--- src/rtl/pipeline_ctrl_pkg.sv ---
// Shared encodings and the packed control word for the pipeline stall/flush sequencer.
// States are plain localparam constants so legacy code that compares raw values still lines up.
package pipeline_ctrl_pkg;

  localparam logic [2:0] PC_SEL_HOLD   = 3'b000;
  localparam logic [2:0] PC_SEL_PC4    = 3'b001;
  localparam logic [2:0] PC_SEL_BRANCH = 3'b010;
  localparam logic [2:0] PC_SEL_TRAP   = 3'b100;

  localparam logic [1:0] CTRL_RUN      = 2'd0;
  localparam logic [1:0] CTRL_MEM_WAIT = 2'd1;
  localparam logic [1:0] CTRL_EX_WAIT  = 2'd2;
  localparam logic [1:0] CTRL_FLUSH    = 2'd3;

  // Enable order: pc, if/id, id/ex, ex/mem, mem/wb; flag order: flush_ifid, flush_idex, bubble
  typedef struct packed {
    logic [2:0] pc_sel;
    logic       pc_write;
    logic       ifid_write;
    logic       idex_write;
    logic       exmem_write;
    logic       memwb_write;
    logic       flush_ifid;
    logic       flush_idex;
    logic       bubble_sel;
  } ctrl_t;

  function automatic ctrl_t ctrl_word(input logic [2:0] sel, input logic [4:0] en,
                                      input logic [2:0] flags);
    return ctrl_t'({sel, en, flags});
  endfunction

endpackage

--- src/rtl/pipeline_ctrl_sat_counter.sv ---
// Saturating up-counter with synchronous clear; sticks at all-ones instead of wrapping.
module pipeline_ctrl_sat_counter #(
  parameter int W = 8
) (
  input  logic         clk,
  input  logic         rst,
  input  logic         inc,
  input  logic         clr,
  output logic [W-1:0] count
);

  always_ff @(posedge clk or posedge rst) begin
    if (rst)
      count <= '0;
    else if (clr)
      count <= '0;
    else if (inc && (count != '1))
      count <= count + 1'b1;
  end

endmodule

--- src/rtl/pipeline_ctrl.sv ---
// Central stall/flush sequencer for the 5-stage pipeline: merges hazard, redirect, trap and
// memory/EX wait requests into stage enables, flushes, bubble select and the PC mux select.
module pipeline_ctrl
  import pipeline_ctrl_pkg::*;
#(
  parameter int FLUSH_CYCLES = 1,
  parameter int CNT_W        = 32,
  parameter int TIMEOUT      = 255
) (
  input  logic             clk,
  input  logic             rst,
  input  logic             load_use,
  input  logic             branch_taken,
  input  logic             trap_req,
  input  logic             ex_busy,
  input  logic             mem_stall,
  output logic [2:0]       pc_sel,
  output logic             pc_write,
  output logic             ifid_write,
  output logic             idex_write,
  output logic             exmem_write,
  output logic             memwb_write,
  output logic             flush_ifid,
  output logic             flush_idex,
  output logic             bubble_sel,
  output logic [CNT_W-1:0] stall_cnt,
  output logic             timeout_err
);

  localparam logic [2:0]  FLUSH_LOAD = 3'(FLUSH_CYCLES);
  localparam logic [15:0] TIMEOUT_W  = 16'(TIMEOUT);

  logic [1:0]  state;
  logic [1:0]  next_state;
  logic        redirect_pend;
  logic        pend_kind;
  logic [2:0]  flush_cnt;
  logic [15:0] wait_cnt;
  logic        timeout_q;
  logic        wait_hit;
  logic        latch_pend;
  logic        take_redirect;
  logic        flush_step;
  logic        redirect_req;
  logic        trap_sel;
  logic        mem_wait_next;
  ctrl_t       ctrl;

  assign redirect_req = trap_req | branch_taken | redirect_pend;
  assign trap_sel     = trap_req | (redirect_pend & pend_kind);

  // Priority chain: mem_stall > ex_busy > redirect > flush window > load_use > normal
  always_comb begin
    ctrl          = ctrl_word(PC_SEL_PC4, 5'b11111, 3'b000);
    next_state    = CTRL_RUN;
    latch_pend    = 1'b0;
    take_redirect = 1'b0;
    flush_step    = 1'b0;
    if (mem_stall) begin
      ctrl       = ctrl_word(PC_SEL_HOLD, 5'b00000, 3'b000);
      next_state = CTRL_MEM_WAIT;
      latch_pend = trap_req | branch_taken;
    end else if (ex_busy) begin
      ctrl       = ctrl_word(PC_SEL_HOLD, 5'b00011, 3'b000);
      next_state = CTRL_EX_WAIT;
    end else if (redirect_req) begin
      ctrl          = ctrl_word(trap_sel ? PC_SEL_TRAP : PC_SEL_BRANCH, 5'b11111, 3'b110);
      next_state    = CTRL_FLUSH;
      take_redirect = 1'b1;
    end else if (state == CTRL_FLUSH) begin
      // IF/ID holds a killed fetch here, so a load-use request against it is meaningless
      ctrl       = ctrl_word(PC_SEL_PC4, 5'b11111, 3'b100);
      next_state = (flush_cnt <= 3'd1) ? CTRL_RUN : CTRL_FLUSH;
      flush_step = 1'b1;
    end else if (load_use) begin
      ctrl = ctrl_word(PC_SEL_HOLD, 5'b00111, 3'b011);
    end
    if (rst)
      ctrl = ctrl_word(PC_SEL_PC4, 5'b11111, 3'b000);
  end

  assign pc_sel      = ctrl.pc_sel;
  assign pc_write    = ctrl.pc_write;
  assign ifid_write  = ctrl.ifid_write;
  assign idex_write  = ctrl.idex_write;
  assign exmem_write = ctrl.exmem_write;
  assign memwb_write = ctrl.memwb_write;
  assign flush_ifid  = ctrl.flush_ifid;
  assign flush_idex  = ctrl.flush_idex;
  assign bubble_sel  = ctrl.bubble_sel;

  always_ff @(posedge clk or posedge rst) begin
    if (rst)
      state <= CTRL_RUN;
    else
      state <= next_state;
  end

  // A trap seen at any point of a memory stall outranks a branch seen during the same stall
  always_ff @(posedge clk or posedge rst) begin
    if (rst) begin
      redirect_pend <= 1'b0;
      pend_kind     <= 1'b0;
    end else if (latch_pend) begin
      redirect_pend <= 1'b1;
      pend_kind     <= pend_kind | trap_req;
    end else if (take_redirect) begin
      redirect_pend <= 1'b0;
      pend_kind     <= 1'b0;
    end
  end

  always_ff @(posedge clk or posedge rst) begin
    if (rst)
      flush_cnt <= 3'd0;
    else if (take_redirect)
      flush_cnt <= FLUSH_LOAD;
    else if (flush_step)
      flush_cnt <= flush_cnt - 3'd1;
  end

  // wait_cnt reads as the 1-based index of the current MEM_WAIT cycle
  assign mem_wait_next = (next_state == CTRL_MEM_WAIT);
  assign wait_hit      = (wait_cnt >= TIMEOUT_W);
  assign timeout_err   = timeout_q | wait_hit;

  always_ff @(posedge clk or posedge rst) begin
    if (rst)
      timeout_q <= 1'b0;
    else if (wait_hit)
      timeout_q <= 1'b1;
  end

  pipeline_ctrl_sat_counter #(.W(CNT_W)) u_stall_cnt (
    .clk   (clk),
    .rst   (rst),
    .inc   (~ctrl.pc_write),
    .clr   (1'b0),
    .count (stall_cnt)
  );

  pipeline_ctrl_sat_counter #(.W(16)) u_wait_cnt (
    .clk   (clk),
    .rst   (rst),
    .inc   (mem_wait_next),
    .clr   (~mem_wait_next),
    .count (wait_cnt)
  );

endmodule

--- config.mk ---
export PLATFORM = sky130hd
export DESIGN_NAME = pipeline_ctrl
export DESIGN_NICKNAME = d
export VERILOG_FILES = /design/src/rtl/pipeline_ctrl_pkg.sv /design/src/rtl/pipeline_ctrl_sat_counter.sv /design/src/rtl/pipeline_ctrl.sv
export SDC_FILE = /design/constraint.sdc
export NUM_CORES = 1
export LEC_CHECK = 0
export BUFFER_PORTS_ARGS = -buffer_cell sky130_fd_sc_hd__clkbuf_2
export CORE_ASPECT_RATIO = 0.5
export CORE_UTILIZATION = 55
export CTS_BUF_LIST = sky130_fd_sc_hd__clkbuf_16
export CTS_CLUSTER_SIZE = 10
export DETAILED_ROUTE_END_ITERATION = 10
export GPL_TIMING_DRIVEN = 1
export HOLD_SLACK_MARGIN = 0.12
export PLACE_DENSITY = 0.84
export SLEW_MARGIN = 10
export SYNTH_ARGS = -nofsm -noshare
export SYNTH_HDL_FRONTEND = slang
export SYNTH_SLANG_ARGS = --single-unit
export TNS_END_PERCENT = 30
--- constraint.sdc ---
create_clock -name clk -period 4.8 [get_ports clk]
set_input_delay 0.24 -clock clk [delete_from_list [all_inputs] [get_ports clk]]
set_output_delay 0.24 -clock clk [all_outputs]
set_load 0.02 [all_outputs]
Word-level counts from Yosys, hierarchy flattened
Cells that the tools add are included.
- register bits after elaboration: 56
- input bits: 7
- output and inout bits: 44
- logic and storage cells: 55
- $add $sub $neg: 3
- order comparisons: 2
- eq/ne operators: 5
- mux-type cells: 27
- bitwise logic cells: 7
- reduce and logical (&&, ||, !) cells: 4
- operators by type and width (cell ; count):
    $mux 11 ; 4
    $add 32x1->32 const B ; 1
    $mux 16 ; 2
    $ne 32x32->1 const B ; 1
    $mux 9 ; 2
    $add 16x1->16 const B ; 1
    $ge 16x8->1 const B ; 1
    $ne 16x16->1 const B ; 1
    $mux 1 ; 11
    $mux 2 ; 5
    $mux 3 ; 3
    $or 1x1->1 ; 5
    $reduce_bool 2->1 ; 2
    $le 3x1->1 const B ; 1
    $sub 3x1->3 const B ; 1
    $eq 2x1->1 const B ; 1
    $eq 2x2->1 const B ; 1
    $logic_and 1x1->1 ; 2
    $ne 2x2->1 const B ; 1
    $and 1x1->1 ; 1
    $not 1->1 ; 1

Depth between registers and ports, before layout
- depth in word-level cells: 10
- mapped depth: 8
- gate-level depth less buffers: 6

By module
A second synthesis with hierarchy kept.
- cell total of the unflattened synthesis: 355
- area total of the unflattened synthesis: 3251.9 µm²
- by module, submodules not included (module ; times used ; cells each ; area an instance (µm²)):
    pipeline_ctrl_sat_counter (u_stall_cnt) ; 1 ; 186 ; 1740.4
    pipeline_ctrl_sat_counter (u_wait_cnt) ; 1 ; 101 ; 932.1
    pipeline_ctrl ; 1 ; 68 ; 579.3

Worst setup path after synthesis
Ideal clock, no wire load.
- kind: in2out
- start point: input rst
- end point: output pc_sel[1]
- arrival time: 2.359 ns
- path slack: 2.201 ns
- stages: 3
- cells stage by stage: inv_1 > nand2_1 > nor3b_1
- cells in the longest elaborated chain, start to end: 1
- ends and longest elaborated chain (what ; line ; source):
    from (decl) ; pipeline_ctrl.sv:11 ; input logic rst,
    $mux 11 ; pipeline_ctrl.sv:78 ; if (rst)
    to (decl) ; pipeline_ctrl.sv:17 ; output logic [2:0] pc_sel,
Every way passes these cells.

Worst setup path after layout
- start point: register redirect_pend
- end point: register u_stall_cnt.count[19]
- cells in the longest elaborated chain, start to end: 7
- ends and longest elaborated chain (what ; line ; source):
    from (decl) ; pipeline_ctrl.sv:35 ; logic redirect_pend;
    from (signal assigned) ; pipeline_ctrl.sv:102 ; redirect_pend <= 1'b0;
    from (signal assigned) ; pipeline_ctrl.sv:105 ; redirect_pend <= 1'b1;
    from (signal assigned) ; pipeline_ctrl.sv:108 ; redirect_pend <= 1'b0;
    $or 1x1->1 ; pipeline_ctrl.sv:49 ; assign redirect_req = trap_req | branch_taken | redirect_pend;
    $mux 11 ; pipeline_ctrl.sv:66 ; end else if (redirect_req) begin
    $mux 11 ; pipeline_ctrl.sv:63 ; end else if (ex_busy) begin
    $mux 11 ; pipeline_ctrl.sv:59 ; if (mem_stall) begin
    $mux 11 ; pipeline_ctrl.sv:78 ;
    $not 1->1 ; pipeline_ctrl.sv:137 ; .inc (~ctrl.pc_write),
    $logic_and 1x1->1 ; pipeline_ctrl_sat_counter.sv:17 ; else if (inc && (count != '1))
    to (signal assigned) ; pipeline_ctrl_sat_counter.sv:18 ; count <= count + 1'b1;
    to (decl) ; pipeline_ctrl_sat_counter.sv:9 ; output logic [W-1:0] count
Every way passes these cells.
A chain may end at the register's enable or synchronous reset.

==> results.json <==
{
  "fin_skew_ns": 0.00360,
  "mostFrequentLayoutCell": "dfrtp_1",
  "synth_area_per_cell_um2": 9.88,
  "swShare_pct": 30.0,
  "ys_ff_latch": 56,
  "drive_above_1_share_pct": 20.3,
  "synth-edff-count": 0,
  "hold_class": "primary input to asynchronous set/reset pin",
  "relSlewSlack_pct": 48.5,
  "drt-pass1-iter-count": 5,
  "fmaxAchievable_mhz": 429,
  "cap_violations": 0,
  "die_w_um": 105,
  "cts_resized": 0,
  "p_leak_uw": 0.00158,
  "syn_area_mm2": 0.00291,
  "fin_crit_sh_pct": 48.6,
  "ys_async_sr_fraction_pct": 100,
  "final_net_count": 351,
  "h-tree-depth": 2,
  "required_ns": 4.97,
  "wire_per_inst_um": 14.9,
  "cp-start-kind": "flip-flop",
  "final_cell_mix": "56 x dfrtp_1, 50 x clkbuf_2, 36 x nand2_1",
  "regArea_mm2": 0.00140,
  "grtUsageTotal_pct": 22.9,
  "clk_pin_slew_ns": 0.07,
  "core_area_mm2": 0.00500,
  "dieArea_mm2": 0.00559,
  "cts_root_buf": "clkbuf_16",
  "intPower_uw": 773,
  "initial_core_util_pct": 58.1,
  "synthToLayoutAreaGrowth_pct": 14.7,
  "cts.sinks": 56,
  "post_cts_buffers": 0,
  "seq_area_frac_synth_pct": 48.2,
  "synth_fp_nets": 305,
  "clkPwrFrac_pct": 31.5,
  "insertedDiodeCount": 0,
  "port_buffers": 50,
  "multi_input_area_mm2": 0.00142,
  "tightest_slew_ns": 0.762,
  "clk_latency_ns": 0.29,
  "power.switching_uw": 331,
  "drt-total-wl_um": 6100,
  "cts_tree": "done",
  "fin_setup_tns_ns": 0,
  "dpl.hpwl_um": 4310,
  "p_comb_share_pct": 17.3,
  "p_per_area_mw_per_mm2": 331,
  "first_global_vias": 2162,
  "critical_path_class": "flip-flop to flip-flop",
  "rsz0062_at_grt": "no",
  "fin_total_pwr_uw": 1100,
  "status": "completed",
  "ir_drop_uv": 185,
  "antenna_found_initial": 0,
  "critPathArrivalTime_ns": 2.51,
  "vias": 2384,
  "grt_overflow": 0,
  "hold_buffers": 0,
  "finalCriticalPeriod_ns": 2.33,
  "die_y_um": 53.4,
  "synthCells": 294,
  "critPathCaptureType": "flip-flop",
  "finalSetupViolations": 0,
  "placement_rows": 18,
  "ys.flop_type": "dfrtp_1",
  "hold_viol": 0,
  "grt_pass1_wl_um": 9910,
  "vias_per_cell": 5.81,
  "drc": 0,
  "finalMaxSlewViolations": 0,
  "io_pins": 51,
  "ant_nets": 0,
  "ys_warn_count": 0,
  "worstPathMaxFanout": 10,
  "clock_path_buffers": 2,
  "grt_max_degree": 58,
  "ys_types": 49,
  "cts_buffers": 5,
  "fillers": 390,
  "power_frac_seq_pct": 51.2,
  "gp_congestion": 0.794,
  "drt_iter0_markers": 119
}
-- layer usage --
metal | track usage (%) | vias up | routed length, µm
met5 | 0 | - | 0
li1 | - | 1140 | -
met1 | 28.4 | 1172 | 2670
met2 | 41.1 | 66 | 3140
met3 | 4.93 | 6 | 249
met4 | 7.51 | 0 | 48
-- power by group through the flow --
stage	registers [µW]	clock network (µW)	logic [µW]
floorplan	602	0	93.8
global placement	566	0	185
detailed placement	573	0	193
CTS	565	353	193
global route	573	372	212
finish	565	348	191
-- cell type report --
class                           instances  share of cell area, %
Multi-Input combinational cell        219                   42.7
Clock inverter                          2                  0.375
Clock buffer                            5                   3.75
Tap cell                               70                   2.63
Inverter                                7                  0.788
Sequential cell                        56                   42.0
Timing Repair Buffer                   51                   7.73
-- Yosys cell counts, types with 5 or more instances --
library cell	n	area (µm²)
and3_1	12	75.1
inv_1	7	26.3
xnor2_1	21	184
o21ai_0	9	45.0
a21oi_1	6	30.0
xor2_1	13	114
nand2_1	36	135
nor2_1	16	60.1
nand3_1	12	60.1
dfrtp_1	56	1400
nor3_1	12	60.1
and2_1	7	43.8
mux2i_1	5	50.1
clkbuf_1	7	26.3
nand4_1	18	113
-- stage by stage --
stage               cells  hold WS, ns  setup slack [ns]  cell area [µm²]  utilization, %
CTS                   410        0.217              2.47             3330            66.7
global placement      403        0.481              2.53             3200            63.9
floorplan             294        0.340              2.20             2910               -
global route          410        0.259              2.33             3330            66.7
detailed placement    403        0.482              2.47             3200            63.9
finish                410        0.192              2.47             3330            66.7
-- worst paths after layout --
path | cells past startpoint | slack (ns) | to | startpoint
max in group asynchronous | 3 | 4.15 | u_wait_cnt.count[6]$_DFFE_PP0P_ | rst
max | 5 | 2.47 | u_stall_cnt.count[19]$_DFFE_PP0P_ | redirect_pend$_DFFE_PP0P_
min reg2reg | 2 | 0.49 | timeout_q$_DFFE_PP0P_ | timeout_q$_DFFE_PP0P_
max reg2reg | 5 | 2.47 | u_stall_cnt.count[19]$_DFFE_PP0P_ | redirect_pend$_DFFE_PP0P_
min | 3 | 0.19 | flush_cnt[1]$_DFFE_PP0P_ | rst
min in group clk | 3 | 0.23 | redirect_pend$_DFFE_PP0P_ | branch_taken
-- state kept, by name, summed over array words and instances, names as in the netlist --
register           cells
state                  2
flush_cnt              3
u_wait_cnt.count      16
pend_kind              1
u_stall_cnt.count     32
redirect_pend          1
timeout_q              1
-- logic make-up (layout without fill, tap and decap cells) --
kind of cell | count (synthesis) | in the layout | share of synthesized area (%)
and+or+nand+nor | 137 | 137 | 25.7
DFF | 56 | 56 | 48.2
AOI/OAI and AO/OA | 38 | 38 | 9.22
xor gates and xnor gates | 34 | 34 | 10.2
buffers and inverters | 19 | 65 | 2.80
muxes | 6 | 6 | 2.11
adders and majority gates | 4 | 4 | 1.72
-- critical path, cell delays in order (launching register included) --
cell and delay [ns]:
dfrtp_1 0.40, or3_1 0.47, o31a_4 0.41, nor4_4 0.57
nand4_1 0.20, xnor2_1 0.17
Note: power is estimated with default switching activity, not from simulation.
